`config.mk`:
```
export PLATFORM = sky130hd
export DESIGN_NAME = scrambler_frame_ctrl
export DESIGN_NICKNAME = d
export VERILOG_FILES = /design/src/rtl/scrambler_ctrl_pkg.sv /design/src/rtl/scrambler_frame_ctrl_scrambler.sv /design/src/rtl/scrambler_frame_ctrl.sv
export SDC_FILE = /design/constraint.sdc
export NUM_CORES = 1
export LEC_CHECK = 0
export CORE_ASPECT_RATIO = 1.1
export CORE_MARGIN = 5
export CORE_UTILIZATION = 55
export CTS_CLUSTER_DIAMETER = 40
export DETAILED_ROUTE_END_ITERATION = 6
export PLACE_DENSITY_LB_ADDON = 0.15
export RECOVER_POWER = 50
export SLEW_MARGIN = 20
export SYNTH_ARGS = -nofsm -noshare
export SYNTH_HDL_FRONTEND = slang
export SYNTH_SLANG_ARGS = --single-unit
```
`constraint.sdc`:
```
create_clock -name clk -period 2.1 [get_ports clk]
set_clock_uncertainty 0.05 [all_clocks]
set_input_delay 0.42 -clock clk [delete_from_list [all_inputs] [get_ports clk]]
set_output_delay 0.42 -clock clk [all_outputs]
set_load 0.01 [all_outputs]
```
`src/rtl/scrambler_ctrl_pkg.sv`:
```
// scrambler_ctrl_pkg: shared state encoding and frame constants for the 802.11a scrambler sequencer.
package scrambler_ctrl_pkg;
    localparam int SERVICE_BITS = 16;
    localparam int TAIL_BITS    = 6;
    localparam int DEF_LEN_W    = 12;
    typedef enum logic [2:0] {
        ST_IDLE, ST_SEED, ST_WAIT_RDY, ST_SERVICE, ST_DATA, ST_TAIL, ST_PAD, ST_FIN
    } state_t;
endpackage

```
`src/rtl/scrambler_frame_ctrl_scrambler.sv`:
```
// scrambler: 802.11a x^7+x^4+1 additive scrambler, seeded on the first clock after reset release.
module scrambler (
    input  logic       clk,
    input  logic       reset,
    input  logic [6:0] seed,
    input  logic       run,
    input  logic       x,
    output logic       x_scrambled,
    output logic       valid,
    output logic       rdy
);
    logic [6:0] r_lfsr;
    logic       r_rdy, r_valid, r_xs;
    logic       w_fb;
    assign w_fb        = r_lfsr[6] ^ r_lfsr[3];
    assign x_scrambled = r_xs;
    assign valid       = r_valid;
    assign rdy         = r_rdy;
    always_ff @(posedge clk or negedge reset) begin
        if (!reset) begin
            r_lfsr  <= '0;
            r_rdy   <= 1'b0;
            r_valid <= 1'b0;
            r_xs    <= 1'b0;
        end else begin
            r_valid <= r_rdy & run;
            if (!r_rdy) begin
                r_lfsr <= seed;
                r_rdy  <= 1'b1;
            end else if (run) begin
                r_lfsr <= {r_lfsr[5:0], w_fb};
                r_xs   <= x ^ w_fb;
            end
        end
    end
endmodule

```
`src/rtl/scrambler_frame_ctrl.sv`:
```
// scrambler_frame_ctrl: sequences SERVICE, PSDU, TAIL and PAD bits through the scrambler for one frame.
module scrambler_frame_ctrl
    import scrambler_ctrl_pkg::*;
#(
    parameter int LEN_W = DEF_LEN_W
) (
    input  logic             clk,
    input  logic             reset,
    input  logic             start,
    input  logic [LEN_W-1:0] psdu_len,
    input  logic [7:0]       n_dbps,
    input  logic [6:0]       seed,
    input  logic [7:0]       byte_data,
    input  logic             byte_valid,
    output logic             byte_rdy,
    output logic             out_bit,
    output logic             out_valid,
    output logic             out_last,
    output logic             busy,
    output logic             done
);
    state_t           r_state;
    logic [LEN_W-1:0] r_len, r_byte_cnt;
    logic [7:0]       r_ndbps, r_sym, r_shift;
    logic [6:0]       r_seed;
    logic [2:0]       r_bit_idx;
    logic [4:0]       r_phase;
    logic             r_tag_tail, r_tag_last, r_busy, r_done;
    logic             w_run, w_x, w_wrap, w_tail, w_last, w_rdy, w_valid, w_xs, w_scr_rst_n;

    assign w_scr_rst_n = r_state != ST_SEED;
    assign byte_rdy    = r_state == ST_DATA && r_bit_idx == 3'd0;
    assign w_wrap      = r_sym == r_ndbps - 8'd1;
    assign w_tail      = r_state == ST_TAIL;
    assign w_last      = w_wrap && (r_state == ST_PAD || (w_tail && r_phase == 5'(TAIL_BITS - 1)));
    // The first SERVICE run is issued from WAIT_RDY as soon as the scrambler is seeded.
    assign w_run = (r_state == ST_WAIT_RDY) ? w_rdy :
                   byte_rdy ? byte_valid :
                   (r_state inside {ST_SERVICE, ST_DATA, ST_TAIL, ST_PAD});
    assign w_x   = r_state == ST_DATA && (byte_rdy ? byte_data[0] : r_shift[0]);

    assign out_bit   = w_xs & ~r_tag_tail;
    assign out_valid = w_valid;
    assign out_last  = r_tag_last;
    assign busy      = r_busy;
    assign done      = r_done;

    scrambler u_scr (
        .clk        (clk),
        .reset      (reset & w_scr_rst_n),
        .seed       (r_seed),
        .run        (w_run),
        .x          (w_x),
        .x_scrambled(w_xs),
        .valid      (w_valid),
        .rdy        (w_rdy)
    );

    always_ff @(posedge clk or negedge reset) begin
        if (!reset) begin
            r_state    <= ST_IDLE;
            r_len      <= '0;
            r_byte_cnt <= '0;
            r_ndbps    <= '0;
            r_sym      <= '0;
            r_shift    <= '0;
            r_seed     <= '0;
            r_bit_idx  <= '0;
            r_phase    <= '0;
            r_tag_tail <= 1'b0;
            r_tag_last <= 1'b0;
            r_busy     <= 1'b0;
            r_done     <= 1'b0;
        end else begin
            r_done     <= r_state == ST_FIN;
            r_tag_tail <= w_run & w_tail;
            r_tag_last <= w_run & w_last;
            if (w_run) r_sym <= w_wrap ? 8'd0 : r_sym + 8'd1;
            case (r_state)
                ST_IDLE: if (start) begin
                    r_len      <= psdu_len;
                    r_ndbps    <= n_dbps;
                    r_seed     <= seed;
                    r_sym      <= '0;
                    r_byte_cnt <= '0;
                    r_bit_idx  <= '0;
                    r_phase    <= '0;
                    r_busy     <= 1'b1;
                    r_state    <= ST_SEED;
                end
                ST_SEED: r_state <= ST_WAIT_RDY;
                ST_WAIT_RDY: if (w_rdy) begin
                    r_phase <= 5'd1;
                    r_state <= ST_SERVICE;
                end
                ST_SERVICE: if (r_phase == 5'(SERVICE_BITS - 1)) begin
                    r_phase <= '0;
                    r_state <= (r_len == '0) ? ST_TAIL : ST_DATA;
                end else r_phase <= r_phase + 5'd1;
                ST_DATA: if (w_run) begin
                    r_bit_idx <= r_bit_idx + 3'd1;
                    r_shift   <= byte_rdy ? {1'b0, byte_data[7:1]} : r_shift >> 1;
                    if (r_bit_idx == 3'd7) begin
                        r_byte_cnt <= r_byte_cnt + 1'b1;
                        if (r_byte_cnt == r_len - 1'b1) r_state <= ST_TAIL;
                    end
                end
                ST_TAIL: if (r_phase == 5'(TAIL_BITS - 1)) begin
                    r_phase <= '0;
                    r_state <= w_wrap ? ST_FIN : ST_PAD;
                end else r_phase <= r_phase + 5'd1;
                ST_PAD: if (w_wrap) r_state <= ST_FIN;
                ST_FIN: begin
                    r_busy  <= 1'b0;
                    r_state <= ST_IDLE;
                end
                default: r_state <= ST_IDLE;
            endcase
        end
    end
endmodule

```
=== Yosys cells after proc, flatten, opt, wreduce, memory -nomap -nowiden ===
Cells that the tools add are included.

* Flip-flop bits (word level): 80
* Bits in latches: 0
* Bits in writable memories: 0
* Bits in read-only memories: 0
* Input port bits: 39
* Output and inout port bits: 6
* Logic and storage cells: 108
* Memories: 0

* Add/sub/neg operators: 6
* Multiply operators: 0
* Divide/modulo/power cells: 0
* Magnitude comparators: 0
* Eq/ne operators: 22
* Shifts and indexed selects: 0
* Muxes and demuxes: 35
* Bitwise operators: 8
* Reductions and logical operators: 20

{| class="wikitable"
|+ Operators with widths
! operator !! count
|-
| two-way mux 12 bit || 3
|-
| two-way mux 8 bit || 4
|-
| two-way mux 3 bit || 10
|-
| case mux 12 bit (2 select lines) || 1
|-
| case mux 3 bit (8 select lines) || 1
|-
| two-way mux 7 bit || 3
|-
| two-way mux 5 bit || 4
|-
| case mux 5 bit (4 select lines) || 1
|-
| == test 3 bit (second input constant) || 5
|-
| != test 2 x 1 -> 1 bit (second input constant) || 7
|-
| adder 12 x 1 -> 12 bit (second input constant) || 1
|-
| == test 12 bit || 1
|-
| zero test 12 bit || 1
|-
| subtractor 12 x 1 -> 12 bit (second input constant) || 1
|-
| adder 8 x 1 -> 8 bit (second input constant) || 1
|-
| == test 8 bit || 1
|-
| AND reduction 2 bit || 4
|-
| AND reduction 8 bit || 1
|-
| nonzero test 4 bit || 2
|-
| subtractor 8 x 1 -> 8 bit (second input constant) || 1
|-
| == test 3 x 2 -> 1 bit (second input constant) || 2
|-
| zero test 3 bit || 2
|-
| two-way mux 1 bit || 6
|-
| case mux 3 bit (2 select lines) || 1
|-
| 16 further kinds || 27
|}

=== Logic depth before layout (Yosys ltp) ===
* Depth after elaboration: 7
* Mapped depth: 8
* Mapped depth without buffers: 8

=== Cells and area by module ===
A second synthesis with hierarchy kept.

* Cells, all modules: 432
* Area, all modules: 4232.8 um^2

{| class="wikitable"
|+ By module, submodules not included
! module !! times used !! cells each !! area each (um^2)
|-
| scrambler_frame_ctrl || 1 || 392 || 3796.1
|-
| scrambler || 1 || 40 || 436.7
|}

=== Worst setup path before layout ===
Ideal clock, no wire load.

* Kind: register to register
* Start: register r_ndbps[0]
* End: register r_tag_last, in the netlist out_last
* Arrival time: 2.233 ns
* Required time: 1.983 ns
* Slack: -0.250 ns
* Stages on the path, launching flop included: 9
* Clock period less this slack: 2.350 ns
* Cells stage by stage: dfrtp_1 > inv_1 > ha_1 > or3b_1 > or4_1 > a22oi_1 > o211ai_2 > nor3_4 > and3_1

* Word-level cells in the longest chain between the ends: 4

{| class="wikitable"
|+ Ends and longest elaborated chain
! what !! line !! RTL
|-
| start, declared || scrambler_frame_ctrl.sv:24 || <nowiki>logic [7:0] r_ndbps, r_sym, r_shift;</nowiki>
|-
| start signal, assigned || scrambler_frame_ctrl.sv:82 || <nowiki>r_ndbps <= n_dbps;</nowiki>
|-
| subtractor 8 x 1 -> 8 bit || scrambler_frame_ctrl.sv:33 || <nowiki>assign w_wrap = r_sym == r_ndbps - 8'd1;</nowiki>
|-
| == test 8 bit || scrambler_frame_ctrl.sv:33 ||
|-
| logical AND 1 bit || scrambler_frame_ctrl.sv:35 || <nowiki>assign w_last = w_wrap && (r_state == ST_PAD || (w_tail && r_phase == 5'(TAIL_BITS - 1)));</nowiki>
|-
| bitwise AND 1 bit || scrambler_frame_ctrl.sv:77 || <nowiki>r_tag_last <= w_run & w_last;</nowiki>
|-
| end signal, assigned || scrambler_frame_ctrl.sv:77 ||
|-
| end, declared || scrambler_frame_ctrl.sv:28 || <nowiki>logic r_tag_tail, r_tag_last, r_busy, r_done;</nowiki>
|}

No other way between the ends.
A chain may end at the register's enable or synchronous reset.

=== Worst setup path in the final report ===
* Start: register r_ndbps[1]
* End: register r_sym[7]

* Word-level cells in the longest chain between the ends: 6

{| class="wikitable"
|+ Ends and longest elaborated chain
! what !! line !! RTL
|-
| subtractor 8 x 1 -> 8 bit * || scrambler_frame_ctrl.sv:33 ||
|-
| == test 8 bit * || scrambler_frame_ctrl.sv:33 ||
|-
| two-way mux 8 bit * (2 in a row) || scrambler_frame_ctrl.sv:78 || <nowiki>if (w_run) r_sym <= w_wrap ? 8'd0 : r_sym + 8'd1;</nowiki>
|-
| two-way mux 8 bit || scrambler_frame_ctrl.sv:80 || <nowiki>ST_IDLE: if (start) begin</nowiki>
|-
| two-way mux 8 bit * || scrambler_frame_ctrl.sv:79 || <nowiki>case (r_state)</nowiki>
|-
| end signal, assigned || scrambler_frame_ctrl.sv:78 ||
|-
| end, declared || scrambler_frame_ctrl.sv:24 ||
|}

Every way passes the cells marked *; elsewhere a longest branch is shown, timed or not.

==> summary.txt <==
GRT
  • Largest net degree at the start of global routing: 53
  • Initial antenna violation count: 0
  • Gr ovfl total: 0
  • Vias in the first global route: around 3,600
  • First-pass GRT wire length: approximately 17,000 um
  • GRT Total Usage: 22.0%

Routing
  • Drt initial violations: 159
  • Via density: between 5 and 6
  • ANT nets after route: 0
  • Initial DRT Pass Iterations: 4
  • Total number of vias: roughly 3,700
  • WL final: around 10,000 um
  • Drt drc: 0
  • WL/cell: 15.0 um

Clock tree
  • Root Buffer: clkbuf_8
  • CTS tree: yes
  • CTS Sinks: 79
  • Skew-Pair Late Insertion Delay: roughly 0.36 ns
  • CTS Buffer Depth: 2
  • CTS Buf Count: 9
  • H-tree levels: 3
  • # hold bufs at CTS: 0
  • Clock slew at reported path FFs: roughly 0.080 ns

Worst setup path
  • Worst Path Required: about 2.3 ns
  • Reg2reg setup slack: -0.29 ns
  • Critical path launch point: r_ndbps[1]
  • Critical Path Stages: 9
  • Critical path startpoint category: register
  • Maximum fanout along the worst path: 8
  • CP Cell Sequence: inv_2 -> ha_4 -> or3b_4 -> or4_4 -> a22oi_2 -> o211ai_2 -> nor3_4 -> buf_6 -> nor3_1
  • Top delay family on crit path: simple AND/OR/NAND/NOR gates
  • R2R Path End: r_sym[7]
  • Worst R2R Path Depth: 9
  • Crit-path max cell delay: 0.49 ns
  • Critical path arrival: ~2.6 ns
  • Crit path capture type: register
  • Crit path kind: register to register
  • Buf+Inv Stages, Crit Path: 2
  • Slowest-stage cell, CP: or4_4
  • Crit path to: r_sym[7]
  • RR Startpoint: r_ndbps[1]

Layout
  • Commonest non-fill, non-tap cell in the layout: nand2_1
  • Fin util: between 70% and 80%
  • Ant diodes: 0
  • Fill cell count: 619
  • Most frequent cells in the layout: nand2_1 (98), dfrtp_1 (79), buf_4 (52)
  • Share of cells above drive strength 1: around a fifth
  • Non-Filler Instances: 682
  • Area of the multi-input gates: between 2000 and 2500 um^2
  • Final net count: 619
  • Area growth, synth to finish: 30.0%
  • Register area: 1980 um^2

Synthesis
  • Sequential area share after synthesis: 45.5%
  • EDFF count, synth: 0
  • Syn Nets: 528
  • Main synth FF type: dfrtp_1
  • Gate Count Post-Synth: about 480
  • Yosys top cell by area: dfrtp_1
  • Ys async rst share: 100%
  • Synthesized cell area: about 4300 um^2
  • #FFs+latches synth: between 70 and 80
  • Top-area cell type share of the netlist area: 45.5%
  • Mean Syn Cell Area: 9.10 um^2
  • Largest cells by area after synthesis: dfrtp_1 (45%), nand2_1 (8.5%), xnor2_1 (4.6%)
  • Synth cell types: between 60 and 70
  • Yosys Warn Count: 0

Pwr
  • Max IR drop VDD: around 0.7 mV
  • Leakage power: between 2 and 3 nW
  • PwrDens: around 1200 nW/um^2

Timing
  • Fin crit share: 114%
  • Max-slew violations: 0
  • Minimum clock period after layout: about 2.4 ns
  • RSZ-0062 raised after global routing: true
  • Final hold violation count: 0
  • Achievable Freq: roughly 0.42 GHz
  • Slew Limit Headroom: approximately 3.1%
  • Final setup viols: 12
  • Worst setup margin: -0.292 ns
  • Slew @ Worst Pin: 1.45 ns
  • Hold slack: between 0.3 and 0.4 ns

Flow run
  • Max-cap viol count: 0

Die
  • Die width: between 90 and 100 um
  • Core box area: between 7000 and 8000 um^2
  • Die area: between 9000 and 10,000 um^2
  • I/O pin count: 45
  • Row count: 34
  • Die Y: 103 um
  • Initial Util: 55.6%

Min path
  • Worst hold path type: input pin to async pin

Placement
  • Placed cells: 653
  • GP Congestion: 0.813
  • Hpwl dp: a little over 7000 um
  • Port Buffers: between 40 and 50
  • Worst slack at placement: -0.424 ns

Status
  • Failing checks: setup timing
  • Status: complete, but fails checks
through the flow:
| stage | power (mW) | setup TNS (ns) | instance area (um^2) |
|---|---|---|---|
| floorplan | 4.01 | -2.17 | 4350 |
| global placement | 4.90 | -5.92 | 5190 |
| detailed placement | 5.01 | -7.31 | 5190 |
| CTS | 6.57 | -2.95 | 5600 |
| global route | 7.07 | -4.21 | 5660 |
| finish | 6.60 | -2.81 | 5660 |
repair_timing:
item                                    4_1_cts  5_1_grt
gates resized for setup                      21       14
pin swaps                                     9       13
endpoints found under the setup margin       14       21
setup buffers                                 9        4
report_power, final:
group / total [mW] / switching [mW] / internal (mW)
logic: 2.97 / 1.48 / 1.49
clock network: 1.30 / 0.595 / 0.708
registers: 2.33 / 0.407 / 1.93
total: 6.60 / 2.48 / 4.12
worst min path at each step:
stage,to,slack (ns),depth (start not counted)
3_5_place_dp,r_seed[3],0.41,2
6_report,u_scr.r_lfsr[2],0.36,2
5_1_grt,u_scr.r_lfsr[2],0.39,2
4_1_cts,r_state[1],0.11,2
2_1_floorplan,busy,0.07,0
3_3_place_gp,r_seed[3],0.41,2
cells in the mapped netlist (all sizes together) (5+ instances only):
library cell and n:
nand4 7, and3 6, nor3 21, o21ai 32
nand3b 5, xor2 14, xnor2 23, buf 7
dfrtp 79, nand2 98, a21oi 9, nor2 29
nand3 8, inv 21, mux2i 19, ha 11
or4 5, clkbuf 16
sequential cells by signal, summed over array words and instances (netlist names), 3 cells and up:
name and cells:
r_sym 8, r_byte_cnt 12, u_scr.r_lfsr 7, r_seed 7, r_len 12, r_state 3, r_shift 7, r_ndbps 8
r_bit_idx 3, r_phase 5
cells by family after synthesis:
| group | Yosys count | share of synthesized area (%) |
|---|---|---|
| adders and majority gates | 11 | 3.16 |
| AOI/OAI and AO/OA | 71 | 10.7 |
| other | 1 | 0.0862 |
| xor gates and xnor gates | 37 | 7.45 |
| and+or+nand+nor | 214 | 24.3 |
| muxes | 21 | 4.89 |
| buffers and inverters | 44 | 3.94 |
| DFF | 79 | 45.5 |
per-layer routing:
layer  GRT usage, %  vias to the layer above  wire length [um]
met3           4.78                       13               365
met4           6.55                        0               128
met5              0                        -                 0
li1               -                     1835                 -
met1           26.8                     1813              4500
met2           39.2                       70              5240
layout make-up:
class	count	share of cell area, %
clock buffers	10	2.43
clock inverters	6	1.64
inverters	21	1.39
multi-input cells	355	41.7
well taps	108	2.39
repair buffers	103	15.5
flip-flops and latches	79	35.0
Note: power is estimated with default switching activity, not from simulation.
